**src/rtl/mod_counter_pkg.sv**
```systemverilog
// Shared helpers for the modulo up/down counter.
//   clog2_min1 : ceil(log2(n)), never less than 1 (sizes the prescaler)
//   DIR_UP/DIR_DOWN : encodings of the 'up' direction input
package mod_counter_pkg;

  localparam logic DIR_UP   = 1'b1;
  localparam logic DIR_DOWN = 1'b0;

  function automatic int clog2_min1(input int n);
    int r;
    r = 0;
    for (int i = 0; i < 32; i++)
      if ((64'd1 << i) < 64'(n)) r = i + 1;
    return (r < 1) ? 1 : r;
  endfunction

endpackage

```
**src/rtl/mod_updown_counter_prescale_tick.sv**
```systemverilog
// Clock-enable prescaler: emits one tick every PRESCALE enabled cycles.
//   clk      : rising-edge clock
//   rst      : asynchronous active-low reset
//   en       : advances the prescaler
//   sync_clr : synchronous return to phase 0 (counter clear/load)
//   tick     : combinational, en && prescaler at its last phase
module prescale_tick
  import mod_counter_pkg::*;
#(
  parameter int PRESCALE = 1
) (
  input  logic clk,
  input  logic rst,
  input  logic en,
  input  logic sync_clr,
  output logic tick
);

  localparam int             PW   = clog2_min1(PRESCALE);
  localparam logic [PW-1:0]  LAST = PW'(PRESCALE - 1);

  logic [PW-1:0] r_pre;

  // With PRESCALE = 1, LAST is 0 and r_pre never leaves 0, so tick == en.
  assign tick = en && (r_pre == LAST);

  always_ff @(posedge clk or negedge rst) begin
    if (!rst)          r_pre <= '0;
    else if (sync_clr) r_pre <= '0;
    else if (en)       r_pre <= tick ? '0 : r_pre + PW'(1);
  end

endmodule

```
**src/rtl/mod_updown_counter.sv**
```systemverilog
// Parametrised modulo up/down counter with prescaler, load/clear,
// optional saturation and registered boundary flags.
//   clk, rst        : clock, asynchronous active-low reset
//   en              : count enable (also advances the prescaler)
//   up              : 1 = increment, 0 = decrement
//   load, load_val  : synchronous load, clamped to MAX_VAL
//   clr             : synchronous clear (highest priority)
//   count           : registered count
//   wrap            : registered one-cycle pulse alongside the wrapped value
//   tc              : combinational, next step crosses a boundary
//   at_max, at_zero : registered boundary flags aligned with count
module mod_updown_counter
  import mod_counter_pkg::*;
#(
  parameter int          WIDTH    = 4,
  parameter int unsigned MAX_VAL  = 32'((64'd1 << WIDTH) - 64'd1),
  parameter int          PRESCALE = 1,
  parameter bit          SATURATE = 1'b0
) (
  input  logic             clk,
  input  logic             rst,
  input  logic             en,
  input  logic             up,
  input  logic             load,
  input  logic [WIDTH-1:0] load_val,
  input  logic             clr,
  output logic [WIDTH-1:0] count,
  output logic             wrap,
  output logic             tc,
  output logic             at_max,
  output logic             at_zero
);

  localparam logic [WIDTH-1:0] MAXV = WIDTH'(MAX_VAL);

  logic [WIDTH-1:0] r_count;
  logic             r_wrap;
  logic             r_at_max;
  logic             r_at_zero;

  logic             w_tick;
  logic             w_sync_clr;
  logic [WIDTH-1:0] w_cnt_nxt;
  logic             w_wrap_nxt;
  logic             w_at_top;
  logic             w_at_bot;

  // clr and load both restart the prescaler phase.
  assign w_sync_clr = clr | load;

  prescale_tick #(
    .PRESCALE (PRESCALE)
  ) u_pre (
    .clk      (clk),
    .rst      (rst),
    .en       (en),
    .sync_clr (w_sync_clr),
    .tick     (w_tick)
  );

  assign w_at_top = (r_count == MAXV);
  assign w_at_bot = (r_count == '0);

  // Boundary test ignores clr/load on purpose: tc only flags the step itself.
  assign tc = w_tick && ((up == DIR_UP) ? w_at_top : w_at_bot);

  always_comb begin
    w_cnt_nxt  = r_count;
    w_wrap_nxt = 1'b0;
    if (clr) begin
      w_cnt_nxt = '0;
    end else if (load) begin
      w_cnt_nxt = (load_val > MAXV) ? MAXV : load_val;
    end else if (w_tick) begin
      if (up == DIR_UP) begin
        if (!w_at_top) begin
          w_cnt_nxt = r_count + WIDTH'(1);
        end else if (!SATURATE) begin
          w_cnt_nxt  = '0;
          w_wrap_nxt = 1'b1;
        end
      end else begin
        if (!w_at_bot) begin
          w_cnt_nxt = r_count - WIDTH'(1);
        end else if (!SATURATE) begin
          w_cnt_nxt  = MAXV;
          w_wrap_nxt = 1'b1;
        end
      end
    end
  end

  // Flags derive from the next-state value so they line up with count.
  always_ff @(posedge clk or negedge rst) begin
    if (!rst) begin
      r_count   <= '0;
      r_wrap    <= 1'b0;
      r_at_max  <= 1'b0;
      r_at_zero <= 1'b1;
    end else begin
      r_count   <= w_cnt_nxt;
      r_wrap    <= w_wrap_nxt;
      r_at_max  <= (w_cnt_nxt == MAXV);
      r_at_zero <= (w_cnt_nxt == '0);
    end
  end

  assign count   = r_count;
  assign wrap    = r_wrap;
  assign at_max  = r_at_max;
  assign at_zero = r_at_zero;

endmodule

```
**config.mk**
```make
export PLATFORM = sky130hd
export DESIGN_NAME = mod_updown_counter
export DESIGN_NICKNAME = d
export VERILOG_FILES = /design/src/rtl/mod_counter_pkg.sv /design/src/rtl/mod_updown_counter_prescale_tick.sv /design/src/rtl/mod_updown_counter.sv
export SDC_FILE = /design/constraint.sdc
export NUM_CORES = 1
export LEC_CHECK = 0
export ABC_CLOCK_PERIOD_IN_PS = 2700
export BUFFER_PORTS_ARGS = -buffer_cell sky130_fd_sc_hd__clkbuf_2
export CAP_MARGIN = 5
export CORE_UTILIZATION = 30
export CTS_CLUSTER_SIZE = 30
export DETAILED_ROUTE_END_ITERATION = 7
export PLACE_DENSITY = 0.53
export REMOVE_ABC_BUFFERS = 1
export SYNTH_ARGS = -nofsm -noshare
export SYNTH_HDL_FRONTEND = slang
export SYNTH_SLANG_ARGS = --single-unit
export TNS_END_PERCENT = 10
```
**constraint.sdc**
```tcl
create_clock -name clk -period 2.7 [get_ports clk]
set_input_delay 0.135 -clock clk [delete_from_list [all_inputs] [get_ports clk]]
set_output_delay 0.135 -clock clk [all_outputs]
set_load 0.05 [all_outputs]
```
==> flow_summary.toml, run 1 <==
[run_status]
status = "completed"

[floorplan]
core_sq_mm = 0.00154
io_pins = 18
die-area_sq_mm = 0.00184
initial_utilization_pct = 32.6
fp.dieW_microns = 42.9
die_y_microns = 42.9
row_count = 14

[route]
post_drt_wl_per_cell_microns = 12.3
ant_nets = 0
viasPerCell = 5.20
firstDrtPassIters = 4
drt-total-wl_microns = 1060
drtIter0Drc = 11
vias = 447
drc = 0

[setup_path]
cp-startpoint = "count[0]"
worstPathArrival_ps = 1990
cp-endpoint = "tc"
cp-end-kind = "primary output"
cp.required_ps = 2570
timing.rr.end = "at_max"
r2r_slack_ps = 730
rr_worst_depth = 7
critPathTopFamily = "simple AND/OR/NAND/NOR gates"
path_buf_inv = 2
crit_type = "reg2out"
startpoint_type = "register"
critPathMaxStageDelay_ps = 480
path_cells = "inv_1 -> ha_1 -> or4b_4 -> a21oi_1 -> clkbuf_2"
slowest_stage = "or4b_4"
rr_startpoint = "count[0]"
path_depth = 5
path_max_fanout = 7

[sta]
hold_viol_final = 0
setup_tns_ps = 0
fin_worst_skew_ps = 3.84
slew_headroom_pct = 72.5
final_max_slew_viol_count = 0
fmax_ghz = 0.471
rsz0062_at_grt = "false"
hold_ws_ps = 72.2
setup_viol = 0
worstMarginPinSlew_ps = 413
period_share_pct = 78.7
period_needed_ps = 2120

[synth]
yosys_warnings = 0
async_reset_ff_share_pct = 100
yosysTopAreaCell = "dfrtp_1"
ys_seq_elements = 8
ys_seq_area_share_pct = 40.0
postSynthAreaPerCell_sq_um = 10.3
yosys.area.top_type_share_pct = 34.8
synth.area.top_cells = "dfrtp_1 35%, mux2i_1 6.0%, dfstp_2 5.2%"
synth_ff_type = "dfrtp_1"
syn_area_sq_um = 503
syn_inst = 49
synth_edf_count = 0
synth_cell_types = 30

[pwr]
finalPower_uw = 330
internal-power_uw = 218
p_leak_uw = 0.000311
vdd_drop_max_v = 0.000290
p_switching_uw = 112
p_sw_share_pct = 33.9
p_comb_share_pct = 28.8
power_density_mw_per_mm2 = 522
power.share.sequential_pct = 42.5
p_clk_share_pct = 28.7

[grt]
antenna_found_initial = 0
grt_pass1_wl_microns = 1810
gr-usage-all-layers_pct = 13.3
grt_max_degree = 10
grt-ovfl-total = 0
grt_pass1_vias = 420

[final_layout]
n_antenna_cell = 0
nNetsFinal = 83
post-route-util_pct = 41.1
final_common_cell = "clkbuf_2"
layout_common_cells = "17 x clkbuf_2, 7 x dfrtp_1, 4 x nor2_1"
layout-drive-gt1-share_pct = 37.1
area_delta_synth_final_pct = 25.9

[clocking]
clockBufferDepth = 2
cts_buffers = 3
clkSinkCount = 8
cts_hold_buf = 1
cts_root_buffer = "clkbuf_4"
cts_tree = "built"
clk_pin_slew_worst_paths_ps = 50
clkLatencyLatePin_ps = 250
h-tree-depth = 1
cts_setup_buffers = 0
post_cts_resized = 0

[min_path]
min_path_type = "in2reg"
hold_start = "en"

[placement]
portBuffers = 17
gp_congestion = 0.742
hpwl_microns = 855

[flow_run]
maxCapViolations = 0
==> synthesized netlist by cell type (all sizes together) (2+ instances only) <==
cell type,n
a21oi,3
a311oi,2
dfrtp,7
ha,2
inv,3
mux2i,3
nor2,4
nor4,2
o21ai,3
==> final cells by class <==
type	instances	area (sq um)
fill	168	908
timing repair buffer	18	95.1
tap	16	20.0
clock buffer	4	26.3
sequential	8	201
inverter	3	11.3
multi-input combinational	37	279
==> kinds of logic (layout without fill, tap and decap cells) <==
kind of cell	after synthesis	in the layout	share of synthesized area, %
muxes	3	3	5.97
adders and majority gates	2	2	4.97
and+or+nand+nor	19	19	25.9
DFF	8	8	40.1
xor gates and xnor gates	1	1	1.74
buffers and inverters	4	25	4.48
AOI/OAI and AO/OA	12	12	16.9
==> how the worst min path moves through the flow <==
stage               slack [ps]     endpoint  cells past startpoint
floorplan                 -160       at_max                      0
detailed placement         -10     count[2]                      1
CTS                         70  u_pre.r_pre                      2
finish                      70  u_pre.r_pre                      2
global route                70  u_pre.r_pre                      2
global placement           -10     count[3]                      1
==> metal layers <==
layer	track usage [%]	share of wire (%)	routed length (microns)
met5	0	0	0
met4	3.64	0	0
met3	5.53	5.2	55
met2	19.7	48	504
met1	18.0	47	495
==> registers in the layout, indices dropped and copies added (netlist names) <==
register and count:
count 4, at_max 1, at_zero 1, wrap 1
u_pre.r_pre 1
==> power groups by stage <==
stage	combinational, uW	sequential [uW]	clock (uW)
CTS	96.3	140	99.4
global route	104	141	110
finish	95.2	140	94.7
detailed placement	95.0	142	0
global placement	94.5	142	0
floorplan	40.9	167	0
==> metrics by stage <==
step	instance area [sq um]	cells	worst slack, ps
global route	633	86	467
CTS	633	86	565
floorplan	492	48	135
global placement	597	81	767
detailed placement	597	81	744
finish	633	86	575
No activity file was read; power rests on OpenSTA's default activity.
==> inputs of run 2 (changes only) <==
ABC_CLOCK_PERIOD_IN_PS = 2090   (was 2700)
clock period = 2.09 ns   (was 2.7 ns; I/O delays follow)
==> flow_summary.toml, run 2 (same netlist as run 1, synthesis figures left out) <==
[run_status]
status = "completed"

[final_layout]
multi_input_area_sq_um = 279
largest_reg_flops = 4
n_antenna_cell = 0
nNetsFinal = 84
post-route-util_pct = 41.7
area_delta_synth_final_pct = 27.9
num-fill-cells = 161
layout-drive-gt1-share_pct = 38.0
layout_common_cells = "16 x clkbuf_2, 7 x dfrtp_1, 4 x nor2_1"
fin_cells = 87
ff_latch_area_sq_um = 201
final_common_cell = "clkbuf_2"
design_area_sq_um = 643

[sta]
slew_headroom_pct = 73.8
period_share_pct = 94.5
worstMarginPinSlew_ps = 393
fmax_ghz = 0.507
setup_viol = 0
period_needed_ps = 1970
hold_viol_final = 0
rsz0062_at_grt = "false"
fin_worst_skew_ps = 3.00
final_max_slew_viol_count = 0

[floorplan]
die-area_sq_mm = 0.00184
initial_utilization_pct = 32.6
die_y_microns = 42.9
row_count = 14
core_sq_mm = 0.00154
io_pins = 18
fp.dieW_microns = 42.9

[route]
viasPerCell = 5.20
firstDrtPassIters = 4
drtIter0Drc = 7
ant_nets = 0
drt-total-wl_microns = 1110
post_drt_wl_per_cell_microns = 12.7
vias = 452
drc = 0

[grt]
grt_pass1_vias = 405
antenna_found_initial = 0
gr-usage-all-layers_pct = 13.2
grt_max_degree = 10
grt-ovfl-total = 0
grt_pass1_wl_microns = 1720

[pwr]
power.share.sequential_pct = 41.7
finalPower_uw = 429
vdd_drop_max_v = 0.000391
p_comb_share_pct = 30.0
power_density_mw_per_mm2 = 667
p_clk_share_pct = 28.4
p_leak_uw = 0.000316
p_switching_uw = 145
p_sw_share_pct = 33.7
internal-power_uw = 284

[setup_path]
crit_type = "reg2out"
rr_worst_depth = 7
path_max_fanout = 7
rr_startpoint = "count[1]"
startpoint_type = "register"
timing.rr.end = "at_max"
cp.required_ps = 1990
r2r_slack_ps = 200
cp-end-kind = "primary output"
worstPathArrival_ps = 1870

[placement]
place_inst = 82
portBuffers = 17
place_area_sq_um = 604
gp_congestion = 0.748
hpwl_microns = 901

[clocking]
clkSinkCount = 8
clk_pin_slew_worst_paths_ps = 50
cts_tree = "built"
h-tree-depth = 1
clockBufferDepth = 2
cts_setup_buffers = 0
cts_buffers = 3
clkLatencyLatePin_ps = 250
cts_root_buffer = "clkbuf_4"

[flow_run]
maxCapViolations = 0

[min_path]
hold_end = "u_pre.r_pre"
holdPathStages = 2
min_path_type = "in2reg"
hold_start = "en"
run 2: worst max-delay path, stage by stage (launching register included):
cell and delay, ps:
dfrtp_1 450, inv_1 110, ha_1 170, or4b_4 480, a21oi_1 190, buf_4 230
run 2: how the worst max path moves through the flow:
stage	cells after the start	endpoint	slack, ps	start
global placement	7	at_max	220	count[1]
floorplan	5	wrap	-480	count[0]
global route	5	tc	4	count[1]
finish	5	tc	120	count[1]
detailed placement	7	at_max	170	count[1]
CTS	5	tc	10	count[1]
run 2: metal layers:
metal	global-route usage (%)	part of all wire, %	vias up
met1	17.4	48	204
met3	5.53	4.7	0
li1	-	-	235
met4	3.64	0	0
met5	0	0	-
met2	19.7	47	13
run 2: timing repair:
action                     in CTS  in global routing
setup endpoints to repair       0                  1
hold endpoints to repair        8                  0
hold buffers                    1                  0
gates resized for setup         0                  3
run 2: power by group through the flow:
| stage | clock network [uW] | logic (uW) | registers (uW) |
|---|---|---|---|
| final | 122 | 128 | 179 |
| after global routing | 136 | 139 | 181 |
| after CTS | 129 | 129 | 179 |
| after detailed placement | 0 | 128 | 181 |
| after global placement | 0 | 127 | 182 |
| after floorplan | 0 | 52.8 | 216 |
run 2: area by class of cell:
| type | instances | share of cell area, % |
|---|---|---|
| Clock buffer | 4 | 4.09 |
| Inverter | 3 | 1.75 |
| Multi-Input combinational cell | 37 | 43.4 |
| Sequential cell | 8 | 31.3 |
| Tap cell | 16 | 3.11 |
| Timing Repair Buffer | 19 | 16.3 |
run 2: metrics by stage:
step	setup slack, ps	hold slack (ps)	setup TNS (ps)
after floorplan	-475	-191	-719
after global placement	225	-41.4	0
after detailed placement	173	-45.7	0
after CTS	14.9	36.6	0
after global routing	3.75	46.4	0
final	116	48.3	0
==> inputs of run 3 (changes only) <==
GPL_TIMING_DRIVEN = 0   (was unset)
==> flow_summary.toml, run 3 (same netlist as run 1, synthesis figures left out) <==
[grt]
grt_pass1_vias = 442
antenna_found_initial = 0
gr-usage-all-layers_pct = 13.3
grt-ovfl-total = 0
grt_max_degree = 10
grt_pass1_wl_microns = 1790

[sta]
setup_tns_ps = 0
hold_ws_ps = 48.6
slew_headroom_pct = 71.0
worstMarginPinSlew_ps = 435
fin_worst_skew_ps = 6.63
hold_viol_final = 0
setup_viol = 0
period_needed_ps = 1970
setup_ws_ps = 122
fmax_ghz = 0.508
final_max_slew_viol_count = 0
period_share_pct = 94.2
rsz0062_at_grt = "false"

[final_layout]
final_common_cell = "clkbuf_2"
num-fill-cells = 165
n_antenna_cell = 0
nNetsFinal = 83
multi_input_area_sq_um = 279
fin_cells = 86
layout_common_cells = "16 x clkbuf_2, 6 x dfrtp_1, 4 x nor2_1"
layout-drive-gt1-share_pct = 40.0
design_area_sq_um = 637
area_delta_synth_final_pct = 26.6
largest_reg_flops = 4
ff_latch_area_sq_um = 203

[floorplan]
core_sq_mm = 0.00154
die-area_sq_mm = 0.00184
initial_utilization_pct = 32.6
io_pins = 18
fp.dieW_microns = 42.9
die_y_microns = 42.9
row_count = 14

[route]
firstDrtPassIters = 3
drtIter0Drc = 4
ant_nets = 0
vias = 447
drc = 0
viasPerCell = 5.20
drt-total-wl_microns = 1070
post_drt_wl_per_cell_microns = 12.5

[setup_path]
rr_worst_depth = 7
critPathTopFamily = "simple AND/OR/NAND/NOR gates"
cp-end-kind = "primary output"
worstPathArrival_ps = 1860
crit_type = "reg2out"
rr_startpoint = "count[1]"
slowest_stage = "or4b_4"
timing.rr.end = "at_max"
critPathMaxStageDelay_ps = 480
cp.required_ps = 1990
r2r_slack_ps = 190
path_max_fanout = 7
startpoint_type = "register"
path_cells = "inv_1 -> ha_1 -> or4b_4 -> a21oi_1 -> buf_4"
path_buf_inv = 2

[placement]
preCtsSetupSlack_ps = 136
hpwl_microns = 860
place_inst = 81
portBuffers = 17
gp_congestion = 0.682
place_area_sq_um = 597

[pwr]
p_leak_uw = 0.000310
p_clk_share_pct = 28.9
internal-power_uw = 283
power_density_mw_per_mm2 = 674
vdd_drop_max_v = 0.000409
p_sw_share_pct = 34.1
p_switching_uw = 146
p_comb_share_pct = 28.9
power.share.sequential_pct = 42.2

[clocking]
clk_pin_slew_worst_paths_ps = 50
cts_tree = "built"
clkSinkCount = 8
cts_setup_buffers = 0
cts_root_buffer = "clkbuf_4"
h-tree-depth = 1
clockBufferDepth = 2
cts_buffers = 3
clkLatencyLatePin_ps = 250

[min_path]
holdPathStages = 2
hold_end = "u_pre.r_pre"
min_path_type = "in2reg"
hold_start = "en"

[flow_run]
maxCapViolations = 0

[run_status]
status = "completed"
## run 3: cell count changes in the layout (fill, tap and decap cells not counted)
| cell | previous run | this run |
|---|---|---|
| dfrtp_2 | 0 | 1 |
| dfrtp_1 | 7 | 6 |
| inv_1 | 3 | 2 |
| buf_4 | 2 | 1 |
| inv_2 | 0 | 1 |
## run 3: power groups by stage
| stage | logic, uW | clock network (uW) | registers (uW) |
|---|---|---|---|
| floorplan | 52.8 | 0 | 216 |
| global placement | 122 | 0 | 184 |
| detailed placement | 123 | 0 | 183 |
| CTS | 125 | 130 | 181 |
| global route | 136 | 140 | 183 |
| finish | 124 | 124 | 181 |
## run 3: how the worst max path moves through the flow
| stage | start | end | slack [ps] | cells after the start |
|---|---|---|---|---|
| after floorplan | count[0] | wrap | -480 | 5 |
| after global placement | count[0] | at_max | 120 | 7 |
| after detailed placement | count[0] | at_max | 140 | 7 |
| after CTS | count[0] | tc | 30 | 5 |
| after global routing | count[1] | tc | 2 | 5 |
| final | count[1] | tc | 120 | 5 |
## run 3: cell type report
type | instances | area share [%]
tap | 16 | 3.14
timing repair buffer | 18 | 15.3
inverter | 3 | 1.77
clock buffer | 4 | 4.13
multi-input combinational | 37 | 43.8
sequential | 8 | 31.8
## run 3: metrics by stage
| stage | utilization (%) | total power [uW] |
|---|---|---|
| 2_1_floorplan | - | 268 |
| 3_3_place_gp | 38.7 | 306 |
| 3_5_place_dp | 38.7 | 306 |
| 4_1_cts | 41.2 | 435 |
| 5_1_grt | 41.3 | 459 |
| 6_report | 41.3 | 430 |
## run 3: worst reg2reg max path, cell delays in order, from the launching register on
cell and delay, ps:
dfrtp_1 450, inv_1 110, ha_1 180, or4b_4 480, a21oi_2 140, a311oi_1 60, nor3_2 210, and4b_1 210
## run 3: what timing repair did
action                                  CTS  global route
endpoints found under the setup margin    1             2
hold buffers                              1             0
gates cloned                              0             0
hold endpoints to repair                  8             0
gates resized for setup                   1             3
## run 3: per-layer routing
metal  routed length (microns)  vias to the layer above  part of all wire, %  global-route usage (%)
met1                       513                      203                   48                    16.6
met4                         0                        0                    0                    3.64
met2                       504                       14                   47                    21.2
li1                          -                      230                    -                       -
met3                        53                        0                  4.9                    5.53
met5                         0                        -                    0                       0
